### src/rtl/pred_seq_unit_pkg.sv
// Shared constants and state encoding for the packed-nibble reduction unit
// and the PADDSUB lane logic.
package pred_seq_unit_pkg;

  localparam int unsigned LANES  = 4;
  localparam int unsigned LANE_W = 4;
  localparam int unsigned ACC_W  = 8;
  localparam int unsigned OP_W   = LANES * LANE_W;
  localparam int unsigned RES_W  = 16;
  localparam int unsigned CNT_W  = $clog2(LANES);

  typedef enum logic [1:0] {
    IDLE  = 2'b00,
    ACCUM = 2'b01,
    DONE  = 2'b10
  } state_t;

  // Sign-extend the accumulator to the result width.
  function automatic logic [RES_W-1:0] sext_acc(input logic [ACC_W-1:0] v);
    return {{(RES_W-ACC_W){v[ACC_W-1]}}, v};
  endfunction

endpackage

### src/rtl/cla_adder_4bit.sv
// 4-bit carry-lookahead adder with carry in/out.
module cla_adder_4bit (
  input  logic [3:0] a,
  input  logic [3:0] b,
  input  logic       cin,
  output logic [3:0] sum,
  output logic       cout
);

  logic [3:0] p;
  logic [3:0] g;
  logic [4:0] c;

  assign p    = a ^ b;
  assign g    = a & b;
  assign c[0] = cin;
  assign c[1] = g[0] | (p[0] & cin);
  assign c[2] = g[1] | (p[1] & g[0]) | (p[1] & p[0] & cin);
  assign c[3] = g[2] | (p[2] & g[1]) | (p[2] & p[1] & g[0])
              | (p[2] & p[1] & p[0] & cin);
  assign c[4] = g[3] | (p[3] & g[2]) | (p[3] & p[2] & g[1])
              | (p[3] & p[2] & p[1] & g[0]) | (p[3] & p[2] & p[1] & p[0] & cin);
  assign sum  = p ^ c[3:0];
  assign cout = c[4];

endmodule

### src/rtl/pred_lane_term.sv
// Combinational lane term: sext5(a) +/- sext5(b) in 5-bit two's complement.
module pred_lane_term
  import pred_seq_unit_pkg::*;
(
  input  logic [LANE_W-1:0] a_nib,
  input  logic [LANE_W-1:0] b_nib,
  input  logic              is_sub,
  output logic [LANE_W:0]   term
);

  logic [LANE_W-1:0] b_x;
  logic [LANE_W-1:0] sum_lo;
  logic              c4;

  // Subtraction as a + ~b + 1; since -sext5(b) == sext5(~b) + 1, the fifth bit
  // is the sign-extended bit sum a[3] ^ b_x[3] ^ carry, so 7 - (-8) = 15 fits.
  assign b_x = is_sub ? ~b_nib : b_nib;

  cla_adder_4bit u_add (
    .a    (a_nib),
    .b    (b_x),
    .cin  (is_sub),
    .sum  (sum_lo),
    .cout (c4)
  );

  assign term = {a_nib[LANE_W-1] ^ b_x[LANE_W-1] ^ c4, sum_lo};

endmodule

### src/rtl/pred_seq_unit.sv
// Multi-cycle packed-nibble reduction: one signed lane per cycle is added or
// subtracted into an 8-bit accumulator; start/busy/done handshake.
module pred_seq_unit
  import pred_seq_unit_pkg::*;
(
  input  logic             clk,
  input  logic             rst,
  input  logic             start,
  input  logic             is_sub,
  input  logic [OP_W-1:0]  a_in,
  input  logic [OP_W-1:0]  b_in,
  output logic             busy,
  output logic             done,
  output logic [RES_W-1:0] result
);

  state_t            state;
  state_t            state_nxt;
  logic              accept;
  logic              last;
  logic [CNT_W-1:0]  lane_cnt;
  logic [OP_W-1:0]   a_q;
  logic [OP_W-1:0]   b_q;
  logic              sub_q;
  logic [ACC_W-1:0]  acc;
  logic [ACC_W-1:0]  acc_sum;
  logic [LANE_W-1:0] a_nib;
  logic [LANE_W-1:0] b_nib;
  logic [LANE_W:0]   term;
  logic              carry_mid;
  logic              carry_unused;

  assign last  = (lane_cnt == CNT_W'(LANES - 1));
  assign a_nib = a_q[{lane_cnt, 2'b00} +: LANE_W];
  assign b_nib = b_q[{lane_cnt, 2'b00} +: LANE_W];

  pred_lane_term u_lane (
    .a_nib  (a_nib),
    .b_nib  (b_nib),
    .is_sub (sub_q),
    .term   (term)
  );

  // Accumulator adder: low nibble takes the term, high nibble its sign.
  cla_adder_4bit u_acc_lo (
    .a    (acc[3:0]),
    .b    (term[3:0]),
    .cin  (1'b0),
    .sum  (acc_sum[3:0]),
    .cout (carry_mid)
  );

  cla_adder_4bit u_acc_hi (
    .a    (acc[7:4]),
    .b    ({4{term[LANE_W]}}),
    .cin  (carry_mid),
    .sum  (acc_sum[7:4]),
    .cout (carry_unused)
  );

  // Next-state, accept strobe and status decode from registered state.
  always_comb begin
    state_nxt = state;
    accept    = 1'b0;
    busy      = (state == ACCUM);
    done      = (state == DONE);
    case (state)
      IDLE: begin
        if (start) begin
          accept    = 1'b1;
          state_nxt = ACCUM;
        end
      end
      ACCUM: begin
        if (last) state_nxt = DONE;
      end
      DONE: begin
        if (start) begin
          accept    = 1'b1;
          state_nxt = ACCUM;
        end else begin
          state_nxt = IDLE;
        end
      end
      default: state_nxt = IDLE;
    endcase
  end

  // State register.
  always_ff @(posedge clk) begin
    if (rst) state <= IDLE;
    else     state <= state_nxt;
  end

  // Operand latches, lane counter, accumulator and result register.
  always_ff @(posedge clk) begin
    if (rst) begin
      a_q      <= '0;
      b_q      <= '0;
      sub_q    <= 1'b0;
      acc      <= '0;
      lane_cnt <= '0;
      result   <= '0;
    end else if (accept) begin
      a_q      <= a_in;
      b_q      <= b_in;
      sub_q    <= is_sub;
      acc      <= '0;
      lane_cnt <= '0;
    end else if (state == ACCUM) begin
      acc      <= acc_sum;
      lane_cnt <= lane_cnt + CNT_W'(1);
      // Result is captured on the edge entering DONE so it is valid with done.
      if (last) result <= sext_acc(acc_sum);
    end
  end

endmodule

### config.mk
export PLATFORM = sky130hd
export DESIGN_NAME = pred_seq_unit
export DESIGN_NICKNAME = d
export VERILOG_FILES = /design/src/rtl/pred_seq_unit_pkg.sv /design/src/rtl/cla_adder_4bit.sv /design/src/rtl/pred_lane_term.sv /design/src/rtl/pred_seq_unit.sv
export SDC_FILE = /design/constraint.sdc
export NUM_CORES = 1
export LEC_CHECK = 0
export CORE_UTILIZATION = 51
export CTS_CLUSTER_DIAMETER = 80
export DETAILED_ROUTE_END_ITERATION = 7
export PLACE_DENSITY = 0.88
export SYNTH_ARGS = -nofsm -noshare
export SYNTH_HDL_FRONTEND = slang
export SYNTH_SLANG_ARGS = --single-unit
### constraint.sdc
create_clock -name clk -period 4.55 [get_ports clk]
set_input_delay 0.91 -clock clk [delete_from_list [all_inputs] [get_ports clk]]
set_output_delay 0.91 -clock clk [all_outputs]
set_load 0.01 [all_outputs]
After elaboration in Yosys (flattened, before gate mapping)
Index checks and enable logic that the tools add are counted.

Equality and inequality tests: 5. Reductions and logical operators: 5. Bitwise gates (word level): 69. $add $sub $neg: 1. Mux-type cells: 7. Shift operators: 2.

Operator list (number): 1-bit AND (34); 16-bit by 5-bit variable part select with 4-bit output (2); 4-bit bitwise XOR (6); 1-bit bitwise OR (22); 4-bit AND (2); 2-bit one-hot mux with 3 select lines (1); 2-bit equality test (second input constant) (2); 2-bit 2-to-1 mux (2); 4-bit 2-to-1 mux (1); 4-bit NOT (1); 2-bit OR reduction (2); 3-bit AND (1); 1-bit 2-to-1 mux (3); 3-bit AND reduction (1); 2-bit by 1-bit adder with 2-bit output (second input constant) (1); 2-bit by 1-bit equality test with 1-bit output (second input constant) (1); 2-bit logical NOT (1); 2-bit by 1-bit inequality test with 1-bit output (second input constant) (1); 2-bit inequality test (second input constant) (1); 2-bit AND reduction (1); 1-bit bitwise XOR (2); 1-bit NOT (1).

Flip-flop bits (word level): 53. Input port bits: 36. Logic and storage cells: 96.

Longest topological paths before layout
Gate-level depths: netlist of the first run.

Word-level depth: 17. Gate-level depth with buffers: 15. Depth with buffers taken out: 14.

Cells and area by module
A second synthesis of the first run with hierarchy kept.

Cells, all modules: 311. Area total of the unflattened synthesis: 2725.1 um^2.

Modules (own cells, without submodules): pred_seq_unit (sequential area each 1061.0 um^2, area each 2222.1 um^2, cells an instance 254, instances 1); cla_adder_4bit (sequential area each 0.0 um^2, area each 147.6 um^2, cells an instance 17, instances 3); pred_lane_term (sequential area each 0.0 um^2, area each 60.1 um^2, cells an instance 6, instances 1).

Worst setup path before layout of the first run
Ideal clock, no wire load.

Path type: flip-flop to flip-flop. Start: register lane_cnt[0]. End: register, netlist name result[7]. Stages on the path, launching flop included: 15. Library setup time: 0.120 ns. Path slack: 0.910 ns. Arrival time: 3.521 ns. Buffers on the path: 1. Path through: dfxtp_1 > buf_2 > mux4_2 > xor2_1 > ha_1 > a211oi_2 > nor2_2 > o22ai_4 > ha_1 > a2111o_1 > a21oi_1 > a211o_2 > xnor2_2 > nor4_1 > a211o_1.

Cells in the longest elaborated chain, start to end: 17.

Ends and longest elaborated chain: from (decl) (RTL line pred_seq_unit.sv:21) `logic [CNT_W-1:0] lane_cnt;`; from (signal assigned) (RTL line pred_seq_unit.sv:112) `lane_cnt <= lane_cnt + CNT_W'(1);`; 16-bit by 5-bit variable part select with 4-bit output (RTL line pred_seq_unit.sv:35) `assign b_nib = b_q[{lane_cnt, 2'b00} +: LANE_W];`; 4-bit NOT (RTL line pred_lane_term.sv:17) `assign b_x = is_sub ? ~b_nib : b_nib;`; 4-bit 2-to-1 mux (RTL line pred_lane_term.sv:17); 4-bit bitwise XOR or 4-bit AND (tied branches) (RTL line cla_adder_4bit.sv:14, cla_adder_4bit.sv:15); 1-bit AND, on equally long branches (RTL line cla_adder_4bit.sv:19, cla_adder_4bit.sv:20); 1-bit bitwise OR (tied with other cells) (RTL line cla_adder_4bit.sv:19) `assign c[3] = g[2] | (p[2] & g[1]) | (p[2] & p[1] & g[0])`; 1-bit bitwise OR or 1-bit AND (tied branches) (RTL line cla_adder_4bit.sv:19, cla_adder_4bit.sv:20); 1-bit bitwise OR (RTL line cla_adder_4bit.sv:20) `| (p[2] & p[1] & p[0] & cin);`; 4-bit bitwise XOR (RTL line cla_adder_4bit.sv:23) `assign sum = p ^ c[3:0];`; 4-bit bitwise XOR (RTL line cla_adder_4bit.sv:14) `assign p = a ^ b;`; 1-bit AND, on equally long branches (RTL line cla_adder_4bit.sv:21, cla_adder_4bit.sv:22); 1-bit bitwise OR (tied with other cells) (RTL line cla_adder_4bit.sv:21) `assign c[4] = g[3] | (p[3] & g[2]) | (p[3] & p[2] & g[1])`; 1-bit bitwise OR or 1-bit AND (tied branches) (RTL line cla_adder_4bit.sv:21, cla_adder_4bit.sv:22); 1-bit bitwise OR (RTL line cla_adder_4bit.sv:22) `| (p[3] & p[2] & p[1] & g[0]) | (p[3] & p[2] & p[1] & p[0] & cin);`; 1-bit AND (RTL line cla_adder_4bit.sv:20); 1-bit bitwise OR (RTL line cla_adder_4bit.sv:20); 4-bit bitwise XOR (RTL line cla_adder_4bit.sv:23).

Parallel ways exist; a longest one is shown, timed or not. A chain may end at the register's enable or synchronous reset.

Worst setup path after layout of the first run
Start: register lane_cnt[0]. End: register, netlist name result[7].

Cells in the longest elaborated chain, start to end: 17.

Ends and longest elaborated chain (RTL line): 16-bit by 5-bit variable part select with 4-bit output (pred_seq_unit.sv:35); 4-bit NOT (pred_lane_term.sv:17); 4-bit 2-to-1 mux (pred_lane_term.sv:17); 4-bit bitwise XOR or 4-bit AND (tied branches) (cla_adder_4bit.sv:14, cla_adder_4bit.sv:15); 1-bit AND, on equally long branches (cla_adder_4bit.sv:19, cla_adder_4bit.sv:20); 1-bit bitwise OR (tied with other cells) (cla_adder_4bit.sv:19); 1-bit bitwise OR or 1-bit AND (tied branches) (cla_adder_4bit.sv:19, cla_adder_4bit.sv:20); 1-bit bitwise OR (cla_adder_4bit.sv:20); 4-bit bitwise XOR (cla_adder_4bit.sv:23); 4-bit bitwise XOR (cla_adder_4bit.sv:14); 1-bit AND, on equally long branches (cla_adder_4bit.sv:21, cla_adder_4bit.sv:22); 1-bit bitwise OR (tied with other cells) (cla_adder_4bit.sv:21); 1-bit bitwise OR or 1-bit AND (tied branches) (cla_adder_4bit.sv:21, cla_adder_4bit.sv:22); 1-bit bitwise OR (cla_adder_4bit.sv:22); 1-bit AND (cla_adder_4bit.sv:20); 1-bit bitwise OR (cla_adder_4bit.sv:20); 4-bit bitwise XOR (cla_adder_4bit.sv:23).

Parallel ways exist; a longest one is shown, timed or not.

==> results_dict.tcl, run 1 <==
set metrics [dict create \
    outcome "completed" \
    antenna_found_initial 0 \
    ys_seq_elements 53 \
    setup-violations-final 0 \
    required_ns 4.76 \
    fin_nets 389 \
    wire_per_inst_um 14.0 \
    totalPowerFinal_mw 1.01 \
    synthMuxAreaShare_pct 7.35 \
    cts_max_level 2 \
    power_leakage_nw 1.23 \
    cts_buffers 5 \
    num_antenna_cells 0 \
    vdd_drop_max_v 0.000286 \
    hold_start "result[3]" \
    gp_congestion 0.918 \
    grt_max_degree 35 \
    slew_violations 0 \
    met1_usage_pct 30.3 \
    final_common_cell "nand2_1" \
    viasPerCell 5.37 \
    cp-end-kind "flop" \
    top_usage_layer "met2" \
    worst-slew-pin-transition_ns 1.13 \
    syn-mean-instance-area_um2 8.52 \
    drive_gt1_share_pct 7.65 \
    setup_slack_ns 0.678 \
    dp_hpwl_um 4200 \
    clk_pin_slew_worst_paths_ns 0.10 \
    grt_use_met3_pct 5.66 \
    drtAntennaViolNets 0 \
    wl_um 5680 \
    critPathLaunchType "flop" \
    drt_first_pass_iters 4 \
    fin_crit_sh_pct 85.1 \
    rsz0062_at_grt "false" \
    area_growth_pct 22.7 \
    hold_buffers 0 \
    synth_compound_area_share_pct 15.9 \
    synth_cell_types 35 \
    hold_viol_final 0 \
    cts_setup_buffers 0 \
    powerDensity_mw_per_mm2 317 \
    final_cell_mix "90 x nand2_1, 53 x dfxtp_1, 53 x clkdlybuf4s50_1" \
    vias 2185 \
    clk_latency_ns 0.32 \
    ios 54 \
    rows 25 \
    synthCells 304 \
    utilization_pct 65.9 \
    die_area_mm2 0.00536 \
    cts-resized-gates 0 \
    dp_slack_ns 0.754 \
    die_h_um 73.2 \
    hold_path_class "flop to flop" \
    clock_skew_ns 0.0126 \
    cts_root_buf "clkbuf_8" \
    grt_pass1_vias 2085 \
    fmax_mhz 258 \
    coreArea_mm2 0.00482 \
    grtUsageTotal_pct 23.6 \
    tritoncts "yes" \
    drc 0 \
    drt-initial-drc-count 188 \
    yosys.area_share.simple_pct 17.6 \
    cts_sinks 53 \
    drv_cap 0 \
    syn_area_mm2 0.00259 \
    yosysSeqAreaShare_pct 41.0 \
    crit_path_start "lane_cnt[0]" \
    io_buffer_count 53 \
    critical_path_class "flop to flop" \
    grt_overflow 0 \
    synth_fa_ha_area_share_pct 7.35 \
    yosysWarnings 0 \
    grt_pass1_wl_um 9410 \
    synth_top_family_by_area "simple AND/OR/NAND/NOR gates" \
    die_w_um 73.2 \
    grtUsageMet2_pct 37.2 \
    relSlewSlack_pct 24.3 \
    syn_nets 354 \
    fin_setup_tns_ns 0 \
    layout_min_cycle_time_ns 3.87 \
    cp.arrival_ns 4.09 \
    synth_xor_area_share_pct 4.35 \
    cp_max_fo 6 \
    initial_utilization_pct 53.7 \
    cts.path.max_buffers 2 \
    r2r-start "lane_cnt[0]" \
]
-- layout make-up --
cell class | instances | area (µm²)
multi-input combinational | 217 | 1360
sequential | 53 | 1060
tap | 67 | 83.8
clock inverter | 3 | 26.3
fill | 389 | 1640
inverter | 6 | 22.5
timing repair buffer | 56 | 553
clock buffer | 5 | 68.8
-- sequential cells by signal, summed over array words and instances (netlist names) --
register	count
a_q	16
b_q	16
acc	8
result	8
lane_cnt	2
state	2
sub_q	1
-- cells by family (layout without fill, tap and decap cells) --
family                     after synthesis  in the layout
AOI/OAI and AO/OA                       68             68
xor gates and xnor gates                12             12
adders and majority gates               14             14
buffers and inverters                   34             70
DFF                                     53             53
muxes                                    9              9
and+or+nand+nor                        114            114
-- cells in the mapped netlist --
cell / instances / area (µm²)
a21o_1: 3 / 22.5
nor4_1: 1 / 6.26
and2_1: 1 / 6.26
nor2_1: 12 / 45.0
buf_2: 3 / 15.0
o21a_1: 1 / 7.51
inv_1: 6 / 22.5
nand2_1: 90 / 338
nor3_1: 1 / 5.00
a211oi_1: 6 / 45.0
mux2i_1: 1 / 10.0
xnor2_2: 1 / 16.3
a211o_1: 2 / 17.5
nand3_1: 2 / 10.0
a211oi_2: 1 / 12.5
buf_4: 8 / 60.1
ha_1: 12 / 150
a21oi_1: 49 / 245
nor3b_1: 1 / 7.51
a2111o_1: 1 / 11.3
xor2_1: 6 / 52.6
nor2b_1: 2 / 12.5
xnor2_1: 5 / 43.8
buf_1: 1 / 3.75
a211o_2: 1 / 10.0
a21oi_2: 1 / 8.76
o22ai_4: 1 / 20.0
buf_6: 1 / 11.3
o21ai_0: 2 / 10.0
nor2_2: 1 / 6.26
fa_1: 2 / 40.0
dfxtp_1: 53 / 1060
mux4_2: 8 / 180
clkbuf_1: 15 / 56.3
nand2b_1: 3 / 18.8
-- through the flow --
| stage | hold slack [ns] | cells | instance area (µm²) |
|---|---|---|---|
| after detailed placement | 0.447 | 399 | 3080 |
| after global routing | 0.480 | 407 | 3180 |
| after global placement | 0.442 | 399 | 3080 |
| after floorplan | 0.433 | 304 | 2590 |
| final | 0.459 | 407 | 3180 |
| after CTS | 0.461 | 407 | 3180 |
-- worst paths after layout --
check | endpoint | slack, ns | depth (start not counted)
min reg2reg | result[3] | 0.46 | 2
max | result[7] | 0.68 | 13
max reg2reg | result[7] | 0.68 | 13
min | result[3] | 0.46 | 2
-- where the power goes --
part / total (mW) / switching, mW / internal, mW
sequential: 0.505 / 0.0172 / 0.487
combinational: 0.224 / 0.120 / 0.104
clock: 0.277 / 0.165 / 0.112
-- critical path, stage by stage, from the launching register on --
cell and delay [ns]:
dfxtp_1 0.49, buf_4 0.23, mux4_2 0.53, ha_1 0.37, a211oi_2 0.26, nor2_2 0.10
o22ai_4 0.22, ha_1 0.35, a2111o_1 0.44, a21oi_1 0.12, a211o_2 0.13, xnor2_2 0.14
nor4_1 0.09, a211o_1 0.29
-- layer usage --
layer / share of wire (%) / vias to the layer above / routed length (µm)
li1: - / 1082 / -
met1: 42 / 1019 / 2370
met2: 50 / 70 / 2830
met3: 5.7 / 14 / 326
met4: 2.7 / 0 / 155
met5: 0 / - / 0
Note: power is estimated with default switching activity, not from simulation.
==> run 2: changes to the inputs <==
--- a/config.mk
+++ b/config.mk
@@ -5,10 +5,12 @@
 export SDC_FILE = /design/constraint.sdc
 export NUM_CORES = 1
 export LEC_CHECK = 0
+export ABC_CLOCK_PERIOD_IN_PS = 4550
 export CORE_UTILIZATION = 51
 export CTS_CLUSTER_DIAMETER = 80
 export DETAILED_ROUTE_END_ITERATION = 7
 export PLACE_DENSITY = 0.88
+export SKIP_LAST_GASP = 1
 export SYNTH_ARGS = -nofsm -noshare
 export SYNTH_HDL_FRONTEND = slang
 export SYNTH_SLANG_ARGS = --single-unit
==> results of run 2 <==
Final layout, timing and power as in run 1 (identical DEF).
==> run 3: changes to the inputs <==
--- a/config.mk
+++ b/config.mk
@@ -10,6 +10,7 @@
 export CTS_CLUSTER_DIAMETER = 80
 export DETAILED_ROUTE_END_ITERATION = 7
 export PLACE_DENSITY = 0.88
+export SKIP_CTS_REPAIR_TIMING = 1
 export SKIP_LAST_GASP = 1
 export SYNTH_ARGS = -nofsm -noshare
 export SYNTH_HDL_FRONTEND = slang
==> results of run 3 <==
Final layout, timing and power as in run 1 (identical DEF).
